===== config.mk =====
export PLATFORM = sky130hd
export DESIGN_NAME = exec_arith_port
export DESIGN_NICKNAME = d
export VERILOG_FILES = /design/src/rtl/exec_pkg.sv /design/src/rtl/exec_mul_iter.sv /design/src/rtl/exec_arith_port.sv
export SDC_FILE = /design/constraint.sdc
export NUM_CORES = 1
export LEC_CHECK = 0
export ABC_AREA = 1
export CAP_MARGIN = 40
export CORE_UTILIZATION = 46
export CTS_CLUSTER_DIAMETER = 40
export CTS_CLUSTER_SIZE = 14
export DETAILED_ROUTE_END_ITERATION = 8
export GPL_ROUTABILITY_DRIVEN = 0
export PLACE_DENSITY = 0.7
export SYNTH_ARGS = -nofsm -noshare
export SYNTH_HDL_FRONTEND = slang
export SYNTH_HIERARCHICAL = 1
export SYNTH_SLANG_ARGS = --single-unit

===== constraint.sdc =====
create_clock -name clock_i -period 6.5 [get_ports clock_i]
set_input_delay 1.3 -clock clock_i [delete_from_list [all_inputs] [get_ports clock_i]]
set_output_delay 1.3 -clock clock_i [all_outputs]
set_load 0.05 [all_outputs]

===== src/rtl/exec_pkg.sv =====
// Shared definitions for the arithmetic execution port.
//   - opcode, function-type and status-bit encodings
//   - multiplier FSM state encoding
//   - writeback bundle struct and an opcode-class helper
package exec_pkg;

  localparam int XLEN  = 16;
  localparam int OPC_W = 7;
  localparam int REG_W = 5;
  localparam int FT_W  = 2;
  localparam int ST_W  = 2;

  localparam logic [OPC_W-1:0] OP_NOP = 7'd0;
  localparam logic [OPC_W-1:0] OP_ADD = 7'd1;
  localparam logic [OPC_W-1:0] OP_SUB = 7'd2;
  localparam logic [OPC_W-1:0] OP_AND = 7'd3;
  localparam logic [OPC_W-1:0] OP_OR  = 7'd4;
  localparam logic [OPC_W-1:0] OP_XOR = 7'd5;
  localparam logic [OPC_W-1:0] OP_SHL = 7'd6;
  localparam logic [OPC_W-1:0] OP_SHR = 7'd7;
  localparam logic [OPC_W-1:0] OP_MUL = 7'd8;

  localparam logic [FT_W-1:0] FT_ARITH = 2'b00;
  localparam logic [FT_W-1:0] FT_LS    = 2'b01;

  localparam int ST_CARRY = 0;
  localparam int ST_ZERO  = 1;

  typedef enum logic {
    MS_IDLE = 1'b0,
    MS_MUL  = 1'b1
  } mul_state_e;

  // Registered writeback bundle returned to the register file.
  typedef struct packed {
    logic             wb;
    logic [REG_W-1:0] addr;
    logic [XLEN-1:0]  val;
    logic [ST_W-1:0]  st;
  } wb_bundle_t;

  // Ops completing in a single cycle with a computed result.
  function automatic logic is_alu_op(input logic [OPC_W-1:0] op);
    return (op >= OP_ADD) && (op <= OP_SHR);
  endfunction

endpackage


===== src/rtl/exec_mul_iter.sv =====
// Iterative shift-add multiplier, one multiplier bit per cycle.
//   clk_i/rst_i : clock, synchronous active-high reset
//   start_i     : load operands and begin (ignored while busy)
//   abort_i     : drop the in-flight product, return to idle, no done
//   mcand_i     : multiplicand, mplr_i : multiplier
//   busy_o      : iterating
//   done_o      : 1-cycle pulse on the final iteration; prod_o valid then
//   prod_o      : full 2W-bit product (combinational, includes last add)
module exec_mul_iter
  import exec_pkg::*;
#(
  parameter int W = 16,
  parameter int N = 16
) (
  input  logic           clk_i,
  input  logic           rst_i,
  input  logic           start_i,
  input  logic           abort_i,
  input  logic [W-1:0]   mcand_i,
  input  logic [W-1:0]   mplr_i,
  output logic           busy_o,
  output logic           done_o,
  output logic [2*W-1:0] prod_o
);

  localparam int CNT_W = (N > 1) ? $clog2(N) : 1;

  mul_state_e         state_q, state_d;
  logic [CNT_W-1:0]   count_q, count_d;
  logic [2*W-1:0]     acc_q, acc_d;
  logic [2*W-1:0]     mcand_q, mcand_d;
  logic [W-1:0]       mplr_q, mplr_d;
  logic [2*W-1:0]     acc_nxt;
  logic               last;

  assign last    = (count_q == CNT_W'(N-1));
  assign acc_nxt = acc_q + (mplr_q[0] ? mcand_q : '0);

  // State register plus datapath registers.
  always_ff @(posedge clk_i) begin
    if (rst_i) begin
      state_q <= MS_IDLE;
      count_q <= '0;
      acc_q   <= '0;
      mcand_q <= '0;
      mplr_q  <= '0;
    end else begin
      state_q <= state_d;
      count_q <= count_d;
      acc_q   <= acc_d;
      mcand_q <= mcand_d;
      mplr_q  <= mplr_d;
    end
  end

  // Next-state and datapath update.
  always_comb begin
    state_d = state_q;
    count_d = count_q;
    acc_d   = acc_q;
    mcand_d = mcand_q;
    mplr_d  = mplr_q;
    case (state_q)
      MS_IDLE: begin
        if (start_i && !abort_i) begin
          state_d = MS_MUL;
          count_d = '0;
          acc_d   = '0;
          mcand_d = {{W{1'b0}}, mcand_i};
          mplr_d  = mplr_i;
        end
      end
      MS_MUL: begin
        if (abort_i) begin
          state_d = MS_IDLE;
          count_d = '0;
          acc_d   = '0;
          mcand_d = '0;
          mplr_d  = '0;
        end else begin
          acc_d   = acc_nxt;
          mcand_d = mcand_q << 1;
          mplr_d  = mplr_q >> 1;
          count_d = count_q + 1'b1;
          if (last) state_d = MS_IDLE;
        end
      end
      default: state_d = MS_IDLE;
    endcase
  end

  // Outputs. done is suppressed when the same cycle is aborted.
  always_comb begin
    busy_o = (state_q == MS_MUL);
    done_o = (state_q == MS_MUL) && last && !abort_i;
    prod_o = acc_nxt;
  end

endmodule


===== src/rtl/exec_arith_port.sv =====
// Arithmetic execution port, downstream of register read.
// Takes one issue slot per cycle, returns a registered writeback bundle
// {wb_o, wbAddr_o, wbVal_o, operationStatus_o={zero,carry}}.
// Single-cycle ALU ops write back one cycle after acceptance.
// Optional macro EXEC_MUL_EN: builds the iterative multiplier (OP_MUL,
// 17-cycle latency, busy_o stalls issue). Without it OP_MUL is illegal
// and busy_o is tied low.
// Ports:
//   clock_i, reset_i (sync, active-high)
//   enable_i, wb_i, opCode_i, regAddr_i, primOperand_i, secOperand_i,
//   functionType_i, operationStatus_i, flush_i      : issue slot
//   busy_o                                          : stall to issue
//   wb_o, wbAddr_o, wbVal_o, operationStatus_o      : writeback bundle
module exec_arith_port
  import exec_pkg::*;
#(
  parameter int DATA_W     = XLEN,
  parameter int MUL_CYCLES = XLEN
) (
  input  logic              clock_i,
  input  logic              reset_i,
  input  logic              enable_i,
  input  logic              wb_i,
  input  logic [OPC_W-1:0]  opCode_i,
  input  logic [REG_W-1:0]  regAddr_i,
  input  logic [DATA_W-1:0] primOperand_i,
  input  logic [DATA_W-1:0] secOperand_i,
  input  logic [FT_W-1:0]   functionType_i,
  input  logic [ST_W-1:0]   operationStatus_i,
  input  logic              flush_i,
  output logic              busy_o,
  output logic              wb_o,
  output logic [REG_W-1:0]  wbAddr_o,
  output logic [DATA_W-1:0] wbVal_o,
  output logic [ST_W-1:0]   operationStatus_o
);

  localparam int SH_W = $clog2(DATA_W);

  wb_bundle_t          out_q, out_d;
  logic                accept;
  logic [DATA_W:0]     sum_x, dif_x;
  logic [DATA_W-1:0]   alu_res;
  logic                alu_carry;
  logic                mul_done;
  logic [2*DATA_W-1:0] mul_prod;
  logic                mul_wb_q;
  logic [REG_W-1:0]    mul_addr_q;

  // busy_o is registered inside the multiplier, so no comb loop here.
  assign accept = enable_i && !busy_o && !flush_i && (functionType_i == FT_ARITH);

  always_comb begin
    sum_x     = {1'b0, primOperand_i} + {1'b0, secOperand_i};
    dif_x     = {1'b0, primOperand_i} - {1'b0, secOperand_i};
    alu_res   = '0;
    alu_carry = 1'b0;
    case (opCode_i)
      OP_ADD: begin alu_res = sum_x[DATA_W-1:0]; alu_carry = sum_x[DATA_W]; end
      // Top bit of the widened difference is the unsigned borrow.
      OP_SUB: begin alu_res = dif_x[DATA_W-1:0]; alu_carry = dif_x[DATA_W]; end
      OP_AND: alu_res = primOperand_i & secOperand_i;
      OP_OR:  alu_res = primOperand_i | secOperand_i;
      OP_XOR: alu_res = primOperand_i ^ secOperand_i;
      OP_SHL: alu_res = primOperand_i << secOperand_i[SH_W-1:0];
      OP_SHR: alu_res = primOperand_i >> secOperand_i[SH_W-1:0];
      default: alu_res = '0;
    endcase
  end

`ifdef EXEC_MUL_EN
  logic             mul_start;
  logic             mul_wb_d;
  logic [REG_W-1:0] mul_addr_d;

  assign mul_start = accept && (opCode_i == OP_MUL);

  // Destination and writeback flag travel alongside the iteration.
  always_comb begin
    mul_wb_d   = mul_wb_q;
    mul_addr_d = mul_addr_q;
    if (mul_start) begin
      mul_wb_d   = wb_i;
      mul_addr_d = regAddr_i;
    end
  end

  always_ff @(posedge clock_i) begin
    if (reset_i) begin
      mul_wb_q   <= 1'b0;
      mul_addr_q <= '0;
    end else begin
      mul_wb_q   <= mul_wb_d;
      mul_addr_q <= mul_addr_d;
    end
  end

  exec_mul_iter #(
    .W (DATA_W),
    .N (MUL_CYCLES)
  ) u_mul (
    .clk_i   (clock_i),
    .rst_i   (reset_i),
    .start_i (mul_start),
    .abort_i (flush_i),
    .mcand_i (primOperand_i),
    .mplr_i  (secOperand_i),
    .busy_o  (busy_o),
    .done_o  (mul_done),
    .prod_o  (mul_prod)
  );
`else
  assign busy_o     = 1'b0;
  assign mul_done   = 1'b0;
  assign mul_prod   = '0;
  assign mul_wb_q   = 1'b0;
  assign mul_addr_q = '0;
`endif

  // Writeback bundle: wb is a pulse, everything else holds unless updated.
  // mul_done and accept are exclusive since accept needs !busy_o.
  always_comb begin
    out_d    = out_q;
    out_d.wb = 1'b0;
    if (mul_done) begin
      out_d.wb           = mul_wb_q;
      out_d.addr         = mul_addr_q;
      out_d.val          = mul_prod[DATA_W-1:0];
      out_d.st[ST_CARRY] = |mul_prod[2*DATA_W-1:DATA_W];
      out_d.st[ST_ZERO]  = (mul_prod[DATA_W-1:0] == '0);
    end else if (accept) begin
      if (is_alu_op(opCode_i)) begin
        out_d.wb           = wb_i;
        out_d.addr         = regAddr_i;
        out_d.val          = alu_res;
        out_d.st[ST_CARRY] = alu_carry;
        out_d.st[ST_ZERO]  = (alu_res == '0);
      end else if (opCode_i == OP_NOP) begin
        out_d.st = operationStatus_i;
      end
      // Illegal opcodes (and OP_MUL start) leave the bundle untouched.
    end
  end

  always_ff @(posedge clock_i) begin
    if (reset_i) out_q <= '0;
    else         out_q <= out_d;
  end

  assign wb_o              = out_q.wb;
  assign wbAddr_o          = out_q.addr;
  assign wbVal_o           = out_q.val;
  assign operationStatus_o = out_q.st;

endmodule


== Yosys cells after proc, flatten, opt, wreduce, memory -nomap -nowiden ==
Index checks and enable logic that the tools add are counted.

* Register bits: 24
* Input bits: 53
* Output and inout port bits: 25

* Bitwise operators: 5
* Reductions and logical operators: 11
* Order comparisons: 2
* Equal/unequal tests: 7
* Add/subtract/negate cells: 2
* Multiplexer cells: 4
* Shift operators: 2

{| class="wikitable"
|+ Operators with widths
! kind !! count
|-
| $pmux 16 s7 || 1
|-
| $eq 7x3->1 const B || 4
|-
| $add 16x16->17 || 1
|-
| $sub 16x16->17 || 1
|-
| $and 16x16->16 || 1
|-
| $logic_not 16->1 || 1
|-
| $or 16x16->16 || 1
|-
| $shl 16x4->16 || 1
|-
| $shr 16x4->16 || 1
|-
| $xor 16x16->16 || 1
|-
| $eq 7x2->1 const B || 2
|-
| $eq 7x1->1 const B || 1
|-
| $ge 7x1->1 const B || 1
|-
| $le 7x3->1 const B || 1
|-
| $logic_not 7->1 || 1
|-
| $mux 2 || 2
|-
| $reduce_and 2->1 || 2
|-
| $logic_and 1x1->1 || 3
|-
| $reduce_or 3->1 || 1
|-
| $logic_not 2->1 || 1
|-
| $not 1->1 || 2
|-
| $pmux 1 s2 || 1
|-
| $reduce_bool 2->1 || 1
|-
| $logic_not 1->1 || 1
|}

== Longest topological paths before layout ==
Gate-level depths: netlist (run 1).

* Word-level depth: 5
* Mapped depth: 20
* Gate-level depth less buffers: 18

== Worst setup path after synthesis (run 1) ==
Ideal clock, no wire load.

* Kind: in2reg
* From: input port secOperand_i[2]
* To: register out_q (netlist bit operationStatus_o[1])
* Required time: 6433 ps
* Data arrival time: 3206 ps
* Buffers on the path: 3
* Stages: 20
* Path slack: 3227 ps
* Path through: buf_2 > inv_2 > buf_2 > ha_1 > buf_4 > nor2_1 > nand2_1 > nand2_1 > nand2_1 > nand2_1 > nand2_1 > nand2_1 > nand2_1 > nand3_1 > nand2_1 > nor2_1 > nand2_1 > nor2_1 > nand3_1 > a21oi_2

* Cells in the longest elaborated chain, start to end: 4
* Elaborated cells on any way between the ends: 10
* Those cells by class: add/sub: 2; shift: 2; mux: 2; bitwise: 3; reduce/logical: 1

{| class="wikitable"
|+ RTL lines
! element !! line !! source
|-
| start, declared || exec_arith_port.sv:27 || <nowiki>input logic [DATA_W-1:0] secOperand_i,</nowiki>
|-
| $sub 16x16->17 (tied with other cells) || exec_arith_port.sv:55 || <nowiki>dif_x = {1'b0, primOperand_i} - {1'b0, secOperand_i};</nowiki>
|-
| $pmux 16 s7 (*) || exec_arith_port.sv:58 || <nowiki>case (opCode_i)</nowiki>
|-
| $logic_not 16->1 (*) || exec_arith_port.sv:137 || <nowiki>out_d.st[ST_ZERO] = (alu_res == '0);</nowiki>
|-
| $mux 2 (*) || exec_arith_port.sv:132 || <nowiki>if (is_alu_op(opCode_i)) begin</nowiki>
|-
| end signal, assigned || exec_arith_port.sv:147 || <nowiki>else out_q <= out_d;</nowiki>
|-
| end, declared || exec_arith_port.sv:40 || <nowiki>wb_bundle_t out_q, out_d;</nowiki>
|}

Mark *: on every way between the ends. The rest lies on a longest branch, timed or not.
A chain may end at the register's enable or synchronous reset.

== Worst setup path in the final report (run 1) ==
Ends and elaborated chain as after synthesis.

==> results.toml, run 1 <==
[status]
outcome = "completed"

[yosys]
syn-num-nets = 1067
synth-seq-cells = 24
avgSynthCellArea_um2 = 5.401
synth.top_cell.area_share_pct = 22.08
ys_async_sr_fraction_pct = 0
ys_warn_count = 6
netlist-cell-type-count = 43
synth_edf_count = 0
synth_top_flop_cell = "dfxtp_1"
syn_area_mm2 = 0.005201
yosysTopAreaCell = "nand2_1"
synthCells = 963
seq_area_frac_synth_pct = 9.237
synth.area.top_cells = "nand2_1 22%, nand3_1 14%, ha_1 12%"

[placed_design]
dp_hpwl_mm = 13.83
io_buffers = 76

[clocking]
tritoncts = "done"
cts_made_buffers = 3
clk_pin_slew_ns = 0.06
clk_latency_ns = 0.25
cts.htree.levels = 1
post_cts_buffers = 0
cts_buffer_depth = 2
cts.repair.resized = 0
cts_sinks = 24
postCtsHoldBufs = 0
cts-root-buf = "clkbuf_16"

[routing]
avgRoutedWirePerCell_um = 14.83
initialDrtViolationCount = 533
vias_per_cell = 5.380
postRouteAntennaNets = 0
drcViolationCount = 0
drt-pass1-iter-count = 5
vias = 6166
wl_mm = 16.99

[die]
core_mm2 = 0.01094
die_w_um = 108.3
die_area_mm2 = 0.01174
die_h_um = 108.3
rows = 38
io_pins = 78
start_util_pct = 47.56

[sta]
finalHoldViolations = 0
skew_ns = 0
tightest_slew_ns = 0.8810
rsz0062_at_grt = "false"
clock.fmax_mhz = 215.1
finalCritPeriodShare_pct = 71.53
finalSetupViolCount = 0
max_slew_margin_pct = 41.08
slew_violations = 0
fin_hold_ws_ns = 0.4708
layout_min_cycle_time_ns = 4.650
finalSetupTns_ns = 0

[finish]
antenna_cells = 0
final_util_pct = 54.92
final_layout_size_suffix_gt1_share_pct = 5.268
area_growth_pct = 15.47
fillers = 1165
final_nets = 1111

[worst_setup_path]
startpoint_type = "primary input"
end_kind = "flip-flop"
rrSetupSlack_ns = 5.71
critPathKind = "primary input to flip-flop"
required_ns = 6.69
path_max_fanout = 36
cp.arrival_ns = 4.84

[pwr]
finalPower_w = 0.0006083
p_per_area_mw_per_mm2 = 101.3
p_leak_nw = 3.201
ir_drop_v = 0.0001106

[hold_path]
min_path_type = "flip-flop to flip-flop"

[global_route]
grt_usage_pct = 29.91
antenna_found_initial = 0
grt_max_degree = 37
gr-total-overflow = 0
grt_pass1_vias = 5496
grt_pass1_wl_mm = 27.52

[run]
maxCapViolCount = 0
-- final timing paths --
path / end / cells past startpoint / startpoint
setup reg to reg: operationStatus_o[1] / 2 / operationStatus_o[1]
hold / removal: operationStatus_o[0] / 2 / operationStatus_o[0]
hold reg to reg: operationStatus_o[0] / 2 / operationStatus_o[0]
setup / recovery: operationStatus_o[1] / 17 / secOperand_i[2]
-- cells by family (layout without fill, tap and decap cells) --
family	count (synthesis)	count (layout)	synth area share [%]
AO/OA/AOI/OAI	90	90	9.502
XOR/XNOR	2	2	0.3368
adder cells (fa/ha/maj)	51	51	12.56
buffers and inverters	156	199	13.01
flip-flops	24	24	9.237
other	1	1	0.07210
AND/OR/NAND/NOR	639	639	55.28
-- cell usage in the layout (no fill, tap or decap), types with 5 or more instances in the layout --
master,count
nand3_2,8
nor2_1,117
o211ai_1,8
nand4_1,12
ha_1,49
a21oi_1,37
dfxtp_1,24
clkdlybuf4s50_1,76
nand3b_1,12
nor2_2,6
nor3_1,6
o21ai_0,32
o21ai_1,5
nand2_2,6
nand2_4,7
nand2_1,306
nand3_1,148
inv_1,106
inv_2,10
-- worst max-delay path, cell delays in order --
cell and delay (ns):
clkdlybuf4s50_1 1.05, inv_2 0.48, ha_1 0.58, inv_1 0.12, a21oi_1 0.18, nand2_1 0.10
nand2_1 0.10, nand2_1 0.11, nand2_1 0.10, nand3_1 0.07, nand3_1 0.09, nand2_1 0.05
nor2_1 0.13, nand2_1 0.09, nor2_1 0.09, nand3_1 0.08, a21oi_2 0.11
-- power by group --
part / total (W) / internal, W / leakage (nW) / switching, W
clock network: 0.000143 / 0.0000939 / 0.0442 / 0.0000488
registers: 0.000148 / 0.000148 / 0.193 / 0.000000259
logic: 0.000318 / 0.000110 / 2.96 / 0.000208
-- Yosys cell counts, types with 2 or more instances --
cell        n
buf_2      25
nor2_1    117
nand4_1    12
nand2_4     7
nor2_2      6
inv_2      10
nor2_4      2
nand2_2     6
or2_1       3
o211ai_1    8
o21bai_1    2
nor3_1      6
buf_6       2
clkbuf_1    4
nand3_2     8
fa_1        2
o21ai_1     5
a21oi_1    37
nand2_1   306
inv_1     106
nand3b_1   12
o21ai_0    32
o21ai_2     2
dfxtp_1    24
buf_4       6
nand3_1   148
ha_1       49
-- area by class of cell --
| type | instances | area [um2] | share of cell area [%] |
|---|---|---|---|
| inverter | 117 | 441.7 | 7.354 |
| tap | 140 | 175.2 | 2.917 |
| clock buffer | 4 | 88.84 | 1.479 |
| sequential | 24 | 480.5 | 8.000 |
| multi-input combinational | 783 | 4044 | 67.33 |
| timing repair buffer | 78 | 775.7 | 12.92 |
-- through the flow --
step / cells / setup slack (ns) / instance area [um2]
after floorplan: 963 / 3.227 / 5201
after global placement: 1142 / 1.690 / 5917
after detailed placement: 1142 / 1.696 / 5917
after CTS: 1146 / 1.935 / 6006
after global routing: 1146 / 1.498 / 6006
final: 1146 / 1.850 / 6006
-- metal layers --
metal,vias to the layer above,wire length [um],track usage [%]
met2,280,7151,46.59
met3,30,1343,3.376
li1,3164,-,-
met1,2692,7937,42.44
met4,0,560,10.23
met5,-,0,0
-- registers in the layout, indices dropped and copies added (netlist names) --
register,cells
operationStatus_o,2
wbAddr_o,5
wbVal_o,16
wb_o,1
Power figures use the tool's default switching activity.
==> run 2, diff against run 1 <==
Settings changed: PLACE_DENSITY 0.7 to 0.72.
Clock period 6.5 ns to 4 ns, I/O delays scaled along.
==> results.toml, run 2 (same netlist as run 1, synthesis figures left out) <==
[sta]
finalCritPeriodShare_pct = 86.81
layout_min_cycle_time_ns = 3.472
rsz0062_at_grt = "false"
max_slew_margin_pct = 49.38
clock.fmax_mhz = 288.0
finalSetupViolCount = 0
slew_violations = 0
tightest_slew_ns = 0.7565
finalSetupTns_ns = 0
skew_ns = 0
finalHoldViolations = 0
setup_slack_ns = 0.5277

[finish]
register_area_um2 = 480.5
final_nets = 1120
final_layout_size_suffix_gt1_share_pct = 6.108
largest_reg_flops = 16
antenna_cells = 0
final_common_cell = "nand2_1"
fillers = 1167
multi_input_area_mm2 = 0.004044
layout_common_cells = "306 x nand2_1, 148 x nand3_1, 117 x nor2_1, 106 x inv_1, 76 x clkdlybuf4s50_1"
area_growth_pct = 17.08

[clocking]
clk_latency_ns = 0.26
cts_sinks = 24
cts_buffer_depth = 2
cts_made_buffers = 3
post_cts_buffers = 0
cts-root-buf = "clkbuf_16"
tritoncts = "done"
postCtsHoldBufs = 0
clk_pin_slew_ns = 0.07
cts.htree.levels = 1
cts.repair.resized = 0

[worst_setup_path]
required_ns = 4.14
critPathLaunch = "secOperand_i[3]"
end_kind = "flip-flop"
timing.rr.start = "operationStatus_o[1]"
cp.arrival_ns = 3.62
cpPeakStageDelay_ns = 0.67
crit_top_cell = "nand2_1"
slowest_stage = "clkdlybuf4s50_1"
crit_path_cell_trace = "clkdlybuf4s50_1, inv_2, ha_1, inv_1, nand2_1, nand2_1, nand2_1, nand3_1, nand2_1, nand3_1, a21oi_1, o21ai_0, nand3_1, nand2_1, a21oi_1"
critPathKind = "primary input to flip-flop"
startpoint_type = "primary input"
path_max_fanout = 9

[routing]
vias = 6286
vias_per_cell = 5.442
initialDrtViolationCount = 485
avgRoutedWirePerCell_um = 15.00
postRouteAntennaNets = 0
drt-pass1-iter-count = 5
wl_mm = 17.32
drcViolationCount = 0

[global_route]
grt_usage_pct = 30.04
grt_pass1_vias = 5552
antenna_found_initial = 0
grt_pass1_wl_mm = 27.77
gr-total-overflow = 0
grt_max_degree = 36

[pwr]
switching_share_pct = 40.85
ir_drop_v = 0.0001709
p_sw_w = 0.0004293
power_frac_comb_pct = 50.2
p_int_w = 0.0006217
p_per_area_mw_per_mm2 = 172.6
seqPwrFrac_pct = 22.9
clkPwrFrac_pct = 27.0
p_leak_nw = 3.251

[status]
outcome = "completed"

[die]
die_w_um = 108.3
start_util_pct = 47.56
rows = 38
io_pins = 78
die_h_um = 108.3
core_mm2 = 0.01094
die_area_mm2 = 0.01174

[hold_path]
min_path_type = "flip-flop to flip-flop"
min_from = "operationStatus_o[0]"

[run]
maxCapViolCount = 0

[placed_design]
detailedPlace.worstSlack_ns = 0.3591
io_buffers = 76
dp_hpwl_mm = 14.15
-- run 2: power by group through the flow --
stage	clock (W)	sequential, W	combinational (W)
floorplan	0	0.000249	0.000349
global route	0.000297	0.000240	0.000585
CTS	0.000286	0.000240	0.000518
finish	0.000284	0.000240	0.000527
detailed placement	0	0.000246	0.000515
global placement	0	0.000246	0.000514
-- run 2: through the flow --
stage | util (%) | total power (W) | cells | hold slack (ns) | cell area [um2]
floorplan | - | 0.0005975 | 963 | 0.6821 | 5201
global placement | 54.73 | 0.0007592 | 1151 | 0.4557 | 5984
detailed placement | 54.73 | 0.0007606 | 1151 | 0.4591 | 5984
CTS | 55.69 | 0.001044 | 1155 | 0.4692 | 6090
global route | 55.69 | 0.001122 | 1155 | 0.5074 | 6090
finish | 55.69 | 0.001051 | 1155 | 0.4659 | 6090
-- run 2: final timing paths --
kind | to | slack, ns | cells after the start
setup / recovery | operationStatus_o[0] | 0.53 | 15
hold / removal | operationStatus_o[0] | 0.47 | 2
setup reg to reg | operationStatus_o[1] | 3.25 | 2
hold reg to reg | operationStatus_o[0] | 0.47 | 2
-- run 2: metal layers --
metal | part of all wire [%] | track usage [%]
met1 | 45 | 41.56
met2 | 43 | 47.41
met3 | 8.6 | 3.436
met5 | 0 | 0
met4 | 4.1 | 11.58
-- run 2: worst max-delay path, delay by kind of cell --
kind / cells / cell delay [ns]
AND/OR/NAND/NOR: 8 / 0.84
adder cells (fa/ha/maj): 1 / 0.42
buffers and inverters: 3 / 0.98
AO/OA/AOI/OAI: 3 / 0.55
-- run 2: final cells by class --
cell class | count | share of cell area (%)
tap | 140 | 2.877
timing repair buffer | 87 | 13.85
clock buffer | 3 | 1.233
multi-input combinational | 783 | 66.41
sequential | 24 | 7.890
inverter | 117 | 7.253
clock inverter | 1 | 0.4931
==> run 3, diff against run 2 <==
Settings changed: CORE_MARGIN set to 2, PLACE_DENSITY 0.72 to 0.7.
==> results.toml, run 3 (same netlist as run 1, synthesis figures left out) <==
[die]
rows = 38
die_h_um = 110.3
die_area_mm2 = 0.01217
die_w_um = 110.3
io_pins = 78
start_util_pct = 47.56
core_mm2 = 0.01094

[pwr]
finalPower_w = 0.001055
p_leak_nw = 3.247
p_per_area_mw_per_mm2 = 173.5
ir_drop_v = 0.0001687

[finish]
final_nets = 1119
final_util_pct = 55.62
largest_reg_flops = 16
area_growth_pct = 16.94
register_area_um2 = 480.5
layout_common_cells = "306 x nand2_1, 148 x nand3_1, 117 x nor2_1, 106 x inv_1, 76 x clkdlybuf4s50_1"
final_layout_size_suffix_gt1_share_pct = 6.016
multi_input_area_mm2 = 0.004044
final_common_cell = "nand2_1"
antenna_cells = 0
fillers = 1202

[worst_setup_path]
end_kind = "flip-flop"
rr_worst_depth = 2
cpPeakStageDelay_ns = 0.66
slowest_stage = "clkdlybuf4s50_1"
rrSetupSlack_ns = 3.21
crit_top_cell = "nand2_1"
cp.arrival_ns = 3.60
r2r-end = "operationStatus_o[1]"
startpoint_type = "primary input"
timing.rr.start = "operationStatus_o[1]"
crit_path_cell_trace = "clkdlybuf4s50_1, inv_2, ha_1, inv_1, nand2_1, nand3_1, nand2_1, nand2_1, nand2_1, nand3_1, nand2_1, nor2_1, nor2_1, nand2_1, nor2_1, nand3_1, a21oi_2"
path_max_fanout = 9
required_ns = 4.19
critPathKind = "primary input to flip-flop"

[hold_path]
min_path_type = "flip-flop to flip-flop"
hold_end = "operationStatus_o[0]"
whs_path_depth = 2
min_from = "operationStatus_o[0]"

[sta]
tightest_slew_ns = 0.8780
skew_ns = 0
finalCritPeriodShare_pct = 85.11
max_slew_margin_pct = 41.25
finalHoldViolations = 0
layout_min_cycle_time_ns = 3.404
slew_violations = 0
finalSetupViolCount = 0
rsz0062_at_grt = "false"
setup_slack_ns = 0.5956
finalSetupTns_ns = 0
clock.fmax_mhz = 293.7

[routing]
drcViolationCount = 0
initialDrtViolationCount = 593
avgRoutedWirePerCell_um = 15.52
vias = 6307
postRouteAntennaNets = 0
vias_per_cell = 5.465
drt-pass1-iter-count = 6
wl_mm = 17.91

[global_route]
grt_max_degree = 36
gr-total-overflow = 0
grt_pass1_vias = 5535
grt_pass1_wl_mm = 28.17
antenna_found_initial = 0
grt_usage_pct = 29.60

[clocking]
postCtsHoldBufs = 0
post_cts_buffers = 0
tritoncts = "done"
cts_sinks = 24
cts_made_buffers = 3
cts.repair.resized = 0
clk_latency_ns = 0.26
cts.htree.levels = 1
cts-root-buf = "clkbuf_16"
cts_buffer_depth = 2
clk_pin_slew_ns = 0.06

[status]
outcome = "completed"

[placed_design]
io_buffers = 76
detailedPlace.worstSlack_ns = 0.3854
dp_hpwl_mm = 14.36

[run]
maxCapViolCount = 0
## run 3: cell count changes in the layout (fill, tap and decap cells not counted), sizes merged
cell,change
buf,-1
## run 3: final cells by class
class / instances / share of cell area [%]
timing repair buffer: 86 / 13.74
clock buffer: 3 / 1.234
clock inverter: 1 / 0.4937
inverter: 117 / 7.262
sequential: 24 / 7.900
multi-input combinational: 783 / 66.49
tap: 140 / 2.880
## run 3: worst max-delay path, delay by kind of cell
family / cells / cell delay [ns]
simple gates: 12 / 1.22
compound gates: 1 / 0.11
buf+inv: 3 / 0.97
fa+ha+maj: 1 / 0.48
## run 3: per-stage QoR
| stage | area (um2) | instances | hold WS, ns |
|---|---|---|---|
| finish | 6082 | 1154 | 0.4657 |
| detailed placement | 5977 | 1150 | 0.4568 |
| global route | 6082 | 1154 | 0.4981 |
| CTS | 6082 | 1154 | 0.4668 |
| global placement | 5977 | 1150 | 0.4557 |
| floorplan | 5201 | 963 | 0.6821 |
## run 3: worst max-delay path by stage
stage / start / to / slack [ns] / cells past startpoint
floorplan: secOperand_i[2] / operationStatus_o[1] / 1.23 / 20
global placement: secOperand_i[3] / operationStatus_o[1] / 0.39 / 17
detailed placement: secOperand_i[3] / operationStatus_o[1] / 0.39 / 17
CTS: secOperand_i[3] / operationStatus_o[1] / 0.64 / 17
global route: secOperand_i[3] / operationStatus_o[1] / 0.31 / 17
finish: secOperand_i[3] / operationStatus_o[1] / 0.60 / 17
## run 3: power breakdown
group | switching, W | internal (W) | total (W)
clock | 0.0000859 | 0.000199 | 0.000285
sequential | 0.000000419 | 0.000240 | 0.000240
combinational | 0.000347 | 0.000183 | 0.000530
total | 0.000433 | 0.000622 | 0.00106
## run 3: metal layers
metal  global-route usage [%]  vias up  wire length (um)
met5                        0        -                 0
met4                    11.34        0               661
met3                    2.763       42              1463
met2                    45.84      322              7702
met1                    42.25     2756              8086
li1                         -     3187                 -
==> RTL edit 1 (flow settings as in run 2) <==
Set the package constant `ST_W` to 3 (it was 2).
--- a/src/rtl/exec_pkg.sv
+++ b/src/rtl/exec_pkg.sv
@@ -9,5 +9,5 @@
   localparam int REG_W = 5;
   localparam int FT_W  = 2;
-  localparam int ST_W  = 2;
+  localparam int ST_W  = 3;
 
   localparam logic [OPC_W-1:0] OP_NOP = 7'd0;
Ports: changed (resized operationStatus_i and operationStatus_o); port bits go from 78 to 80. The function was not compared with the original's and may differ.
==> RTL edit 1 against run 2 <==
Design area is 1.5% higher. Largest power group unchanged. Area after synthesis up 1.7%. Sequential cell count grew 1. Setup slack improved by 0.16 ns. Fmax is 4.8% higher. Power fell by 4.8%. Wire length grew 0.24%. Critical path type unchanged.
==> RTL edit 1: results (changes against run 2) <==
Ratio of total power to cell area: 161.9 mW/mm² (was 172.6 mW/mm²)
Hold slack: 0.4496 ns (was 0.4659 ns)
Final wirelength: 17370 µm (was 17320 µm)
XOR/XNOR Fraction of Synth Area: 0.3311% (was 0.3368%)
Mapped Cells: 995 (was 963)
Setup ws final: 0.6882 ns (was 0.5277 ns)
Worst EP arrival: 3.50 ns (was 3.62 ns)
Depth of the worst register-to-register path: 4 (was 2)
Vias post-DR: 6439 (was 6286)
Seq pwr share: 25.0% (was 22.9%)
Met2 WL post-DR: 7403 µm (was 7392 µm)
HPWL Detailed: 14040 µm (was 14150 µm)
Worst slack, placed: 0.4564 ns (was 0.3591 ns)
Worst IR drop on VDD: 216.6 µV (was 170.9 µV)
Hold Startpoint: operationStatus_o[2]$_SDFFE_PP0P_ (was operationStatus_o[0]$_SDFFE_PP0P_)
Status: finished clean (unchanged)
Reg-to-Reg End: wbVal_o[8]$_SDFFE_PP0P_ (was operationStatus_o[1]$_SDFFE_PP0P_)
# port buffers: 78 (was 76)
R2r startpoint: wbVal_o[8]$_SDFFE_PP0P_ (was operationStatus_o[1]$_SDFFE_PP0P_)
Combinational fraction of design power: 53.2% (was 50.2%)
Post-synthesis sequential area ratio: 9.461% (was 9.237%)
Synth Net Count: 1100 (was 1067)
CP Launch Point: primOperand_i[0] (was secOperand_i[3])
Layout Utilization: 56.01% (was 55.69%)
Vias in the first global route: 5664 (was 5552)
Met2 Track Usage GR: 46.72% (was 47.41%)
Critical path peak fanout: 5 (was 9)
Met3 usage: 2.690% (was 3.436%)
[RTL edit 1: cell types whose count changed after synthesis, moves of 7 or more]
cell     before  now
nor2_1      117  110
nand2_1     306  328
nand3_1     148  167
o21ai_0      32   20
inv_1       106  118
[RTL edit 1: layout make-up]
type / instances / share of cell area, %
tap: 140 / 2.835
timing repair buffer: 91 / 14.22
inverter: 135 / 8.323
clock buffer: 4 / 1.276
multi-input combinational: 796 / 65.25
sequential: 25 / 8.100
[RTL edit 1: worst max-delay path, stage by stage]
cell and delay (ns):
clkdlybuf4s50_1 0.58, inv_1 0.10, ha_1 0.24, fa_1 0.42, nand3b_1 0.18, nand2_1 0.18
nand2_1 0.07, nand2_1 0.13, nand2_1 0.09, a21oi_1 0.14, nor2_1 0.07, nor2_2 0.09
nand2_1 0.06, nor2_1 0.12, nand3_1 0.09, a21oi_1 0.12
==> RTL edit 2 (settings of run 2) <==
Made on the original files. Add an input register stage for `enable_i`, `functionType_i` and `operationStatus_i`; this delays them by one clock. The other inputs are not delayed to match.
--- a/src/rtl/exec_arith_port.sv
+++ b/src/rtl/exec_arith_port.sv
@@ -38,4 +38,14 @@
   localparam int SH_W = $clog2(DATA_W);
 
+  logic enable_q;
+  logic [FT_W-1:0] functionType_q;
+  logic [ST_W-1:0] operationStatus_q;
+
+  always_ff @(posedge clock_i) begin
+    enable_q          <= enable_i;
+    functionType_q    <= functionType_i;
+    operationStatus_q <= operationStatus_i;
+  end
+
   wb_bundle_t          out_q, out_d;
   logic                accept;
@@ -49,5 +59,5 @@
 
   // busy_o is registered inside the multiplier, so no comb loop here.
-  assign accept = enable_i && !busy_o && !flush_i && (functionType_i == FT_ARITH);
+  assign accept = enable_q && !busy_o && !flush_i && (functionType_q == FT_ARITH);
 
   always_comb begin
@@ -137,5 +147,5 @@
         out_d.st[ST_ZERO]  = (alu_res == '0);
       end else if (opCode_i == OP_NOP) begin
-        out_d.st = operationStatus_i;
+        out_d.st = operationStatus_q;
       end
       // Illegal opcodes (and OP_MUL start) leave the bundle untouched.
Check against the original RTL: not equivalent (a bounded check fails within 4 cycles, from zero or initial values and one cycle with reset_i high).
==> RTL edit 2 against run 2 <==
Sequential power is 22% higher. Setup slack improved by 0.13 ns. Area after synthesis rose by 4.2%. First-iteration DRC count rose by 73%. Power increased by 13%. Final cell count grew 5.0%. Sequential share of layout area rose by 1.2 points. Wire length is 8.5% higher. Sequential cell count increased by 5. Design area is 4.5% higher. Largest power group unchanged.
==> RTL edit 2: results (changes against run 2) <==
Share of cells above drive strength 1: 5.140% (was 6.108%)
Area after DPL: 0.006221 mm² (was 0.005984 mm²)
Tot GR Track Use: 30.98% (was 30.04%)
H-tree Lvls: 2 (was 1)
Synth Net Count: 1116 (was 1067)
Worst slack, placed: 0.4630 ns (was 0.3591 ns)
Clock slew seen by the registers of the worst setup and hold paths: 0.05 ns (was 0.07 ns)
CTS Buf Count: 5 (was 3)
Clk_skew: 0.004136 ns (was 0 ns)
Largest net degree at the start of global routing: 39 (was 36)
Worst IR drop on VDD: 343.4 µV (was 170.9 µV)
Lkg Pwr: 3.426 nW (was 3.251 nW)
DP Cell Count: 1205 (was 1151)
Post-synthesis sequential area ratio: 10.71% (was 9.237%)
Vias in the first global route: 6102 (was 5552)
Layout fillers: 1220 (was 1167)
Syn Area/Cell: 5.355 µm² (was 5.401 µm²)
Delay of the slowest critical-path stage: 0.62 ns (was 0.67 ns)
Area contributors post-synth: nand2_1 22%, nand3_1 17%, ha_1 11% (was nand2_1 22%, nand3_1 14%, ha_1 12%)
Post-synth top cells: 319 x nand2_1, 187 x nand3_1, 122 x inv_1, 121 x nor2_1, 49 x ha_1 (was 306 x nand2_1, 148 x nand3_1, 117 x nor2_1, 106 x inv_1, 49 x ha_1)
Postcts setup bufs: 0 (unchanged)
DR WL/cell: 15.50 µm (was 15.00 µm)
Via/cell ratio: 5.552 (was 5.442)
Critical path peak fanout: 10 (was 9)
Cell variety after synth: 37 (was 43)
DRT iter0 DRCs: 837 (was 485)
CP max stage cell: clkdlybuf4s50_1 (unchanged)
HPWL Detailed: 15270 µm (was 14150 µm)
Final wirelength: 18800 µm (was 17320 µm)
First-pass GRT wire length: 30860 µm (was 27770 µm)
CP delay by family, top: simple AND/OR/NAND/NOR gates (was buffers and inverters)
Post-cts resize count: 0 (unchanged)
Switching share of total power: 40.25% (was 40.85%)
Slew HR: 36.46% (was 49.38%)
DRT Pass-1 Iters: 6 (was 5)
Status: finished clean (unchanged)
==> RTL edit 2: cell count changes in the layout (fill, tap and decap cells not counted), sizes merged, moves of 5 or more <==
cell    delta
inv       +12
nand2      +7
dfxtp      +5
o211ai     -7
buf        +5
a21oi     -12
nand3     +34
==> RTL edit 2: cell families after synthesis <==
family                     synth area share [%]
and+or+nand+nor                           56.29
buffers and inverters                     13.78
AOI/OAI and AO/OA                         6.765
adders and majority gates                 12.05
DFF                                       10.71
xor gates and xnor gates                 0.3233
other                                   0.06920
==> RTL edit 2: worst paths after layout <==
kind	startpoint	to	slack, ns	cells past startpoint
max	secOperand_i[3]	operationStatus_o[1]$_SDFFE_PP0P_	0.65	16
min	wbVal_o[14]$_SDFFE_PP0P_	wbVal_o[14]$_SDFFE_PP0P_	0.47	2
max reg2reg	enable_q$_DFF_P_	wbVal_o[9]$_SDFFE_PP0P_	1.92	8
min reg2reg	wbVal_o[14]$_SDFFE_PP0P_	wbVal_o[14]$_SDFFE_PP0P_	0.47	2
==> RTL edit 2: cell type report <==
class,count,share of cell area [%]
Timing Repair Buffer,92,13.84
Tap cell,143,2.812
Sequential cell,29,9.123
Clock inverter,3,0.2753
Multi-Input combinational cell,812,64.29
Clock buffer,5,1.966
Inverter,129,7.688
==> RTL edit 2: power by group through the flow <==
stage | combinational, mW | sequential [mW] | clock, mW
floorplan | 0.354 | 0.302 | 0
global placement | 0.528 | 0.300 | 0
detailed placement | 0.529 | 0.300 | 0
CTS | 0.532 | 0.294 | 0.353
global route | 0.608 | 0.294 | 0.371
finish | 0.545 | 0.294 | 0.344
==> RTL edit 2: metrics by stage <==
stage	total power [mW]	hold WS, ns	utilization, %
3_5_place_dp	0.8287	0.4686	54.25
5_1_grt	1.273	0.4928	55.49
2_1_floorplan	0.6558	0.4934	-
3_3_place_gp	0.8277	0.4632	54.25
6_report	1.184	0.4706	55.49
4_1_cts	1.179	0.4775	55.49
==> RTL edit 2: worst reg2reg max path, cell delays in order, from the launching register on <==
cell	delay [ns]
dfxtp_1	0.30
inv_1	0.03
nor4_1	0.30
nand3_2	0.20
nor2_4	0.37
inv_2	0.24
nor2_2	0.25
inv_1	0.11
o21ai_0	0.18
==> RTL edit 2: layer usage <==
metal | share of wire [%] | routed length, µm | track usage, %
met5 | 0 | 0 | 0
met4 | 4.1 | 773 | 12.36
met3 | 10 | 1921 | 5.269
met2 | 43 | 8008 | 47.74
met1 | 43 | 8100 | 42.70
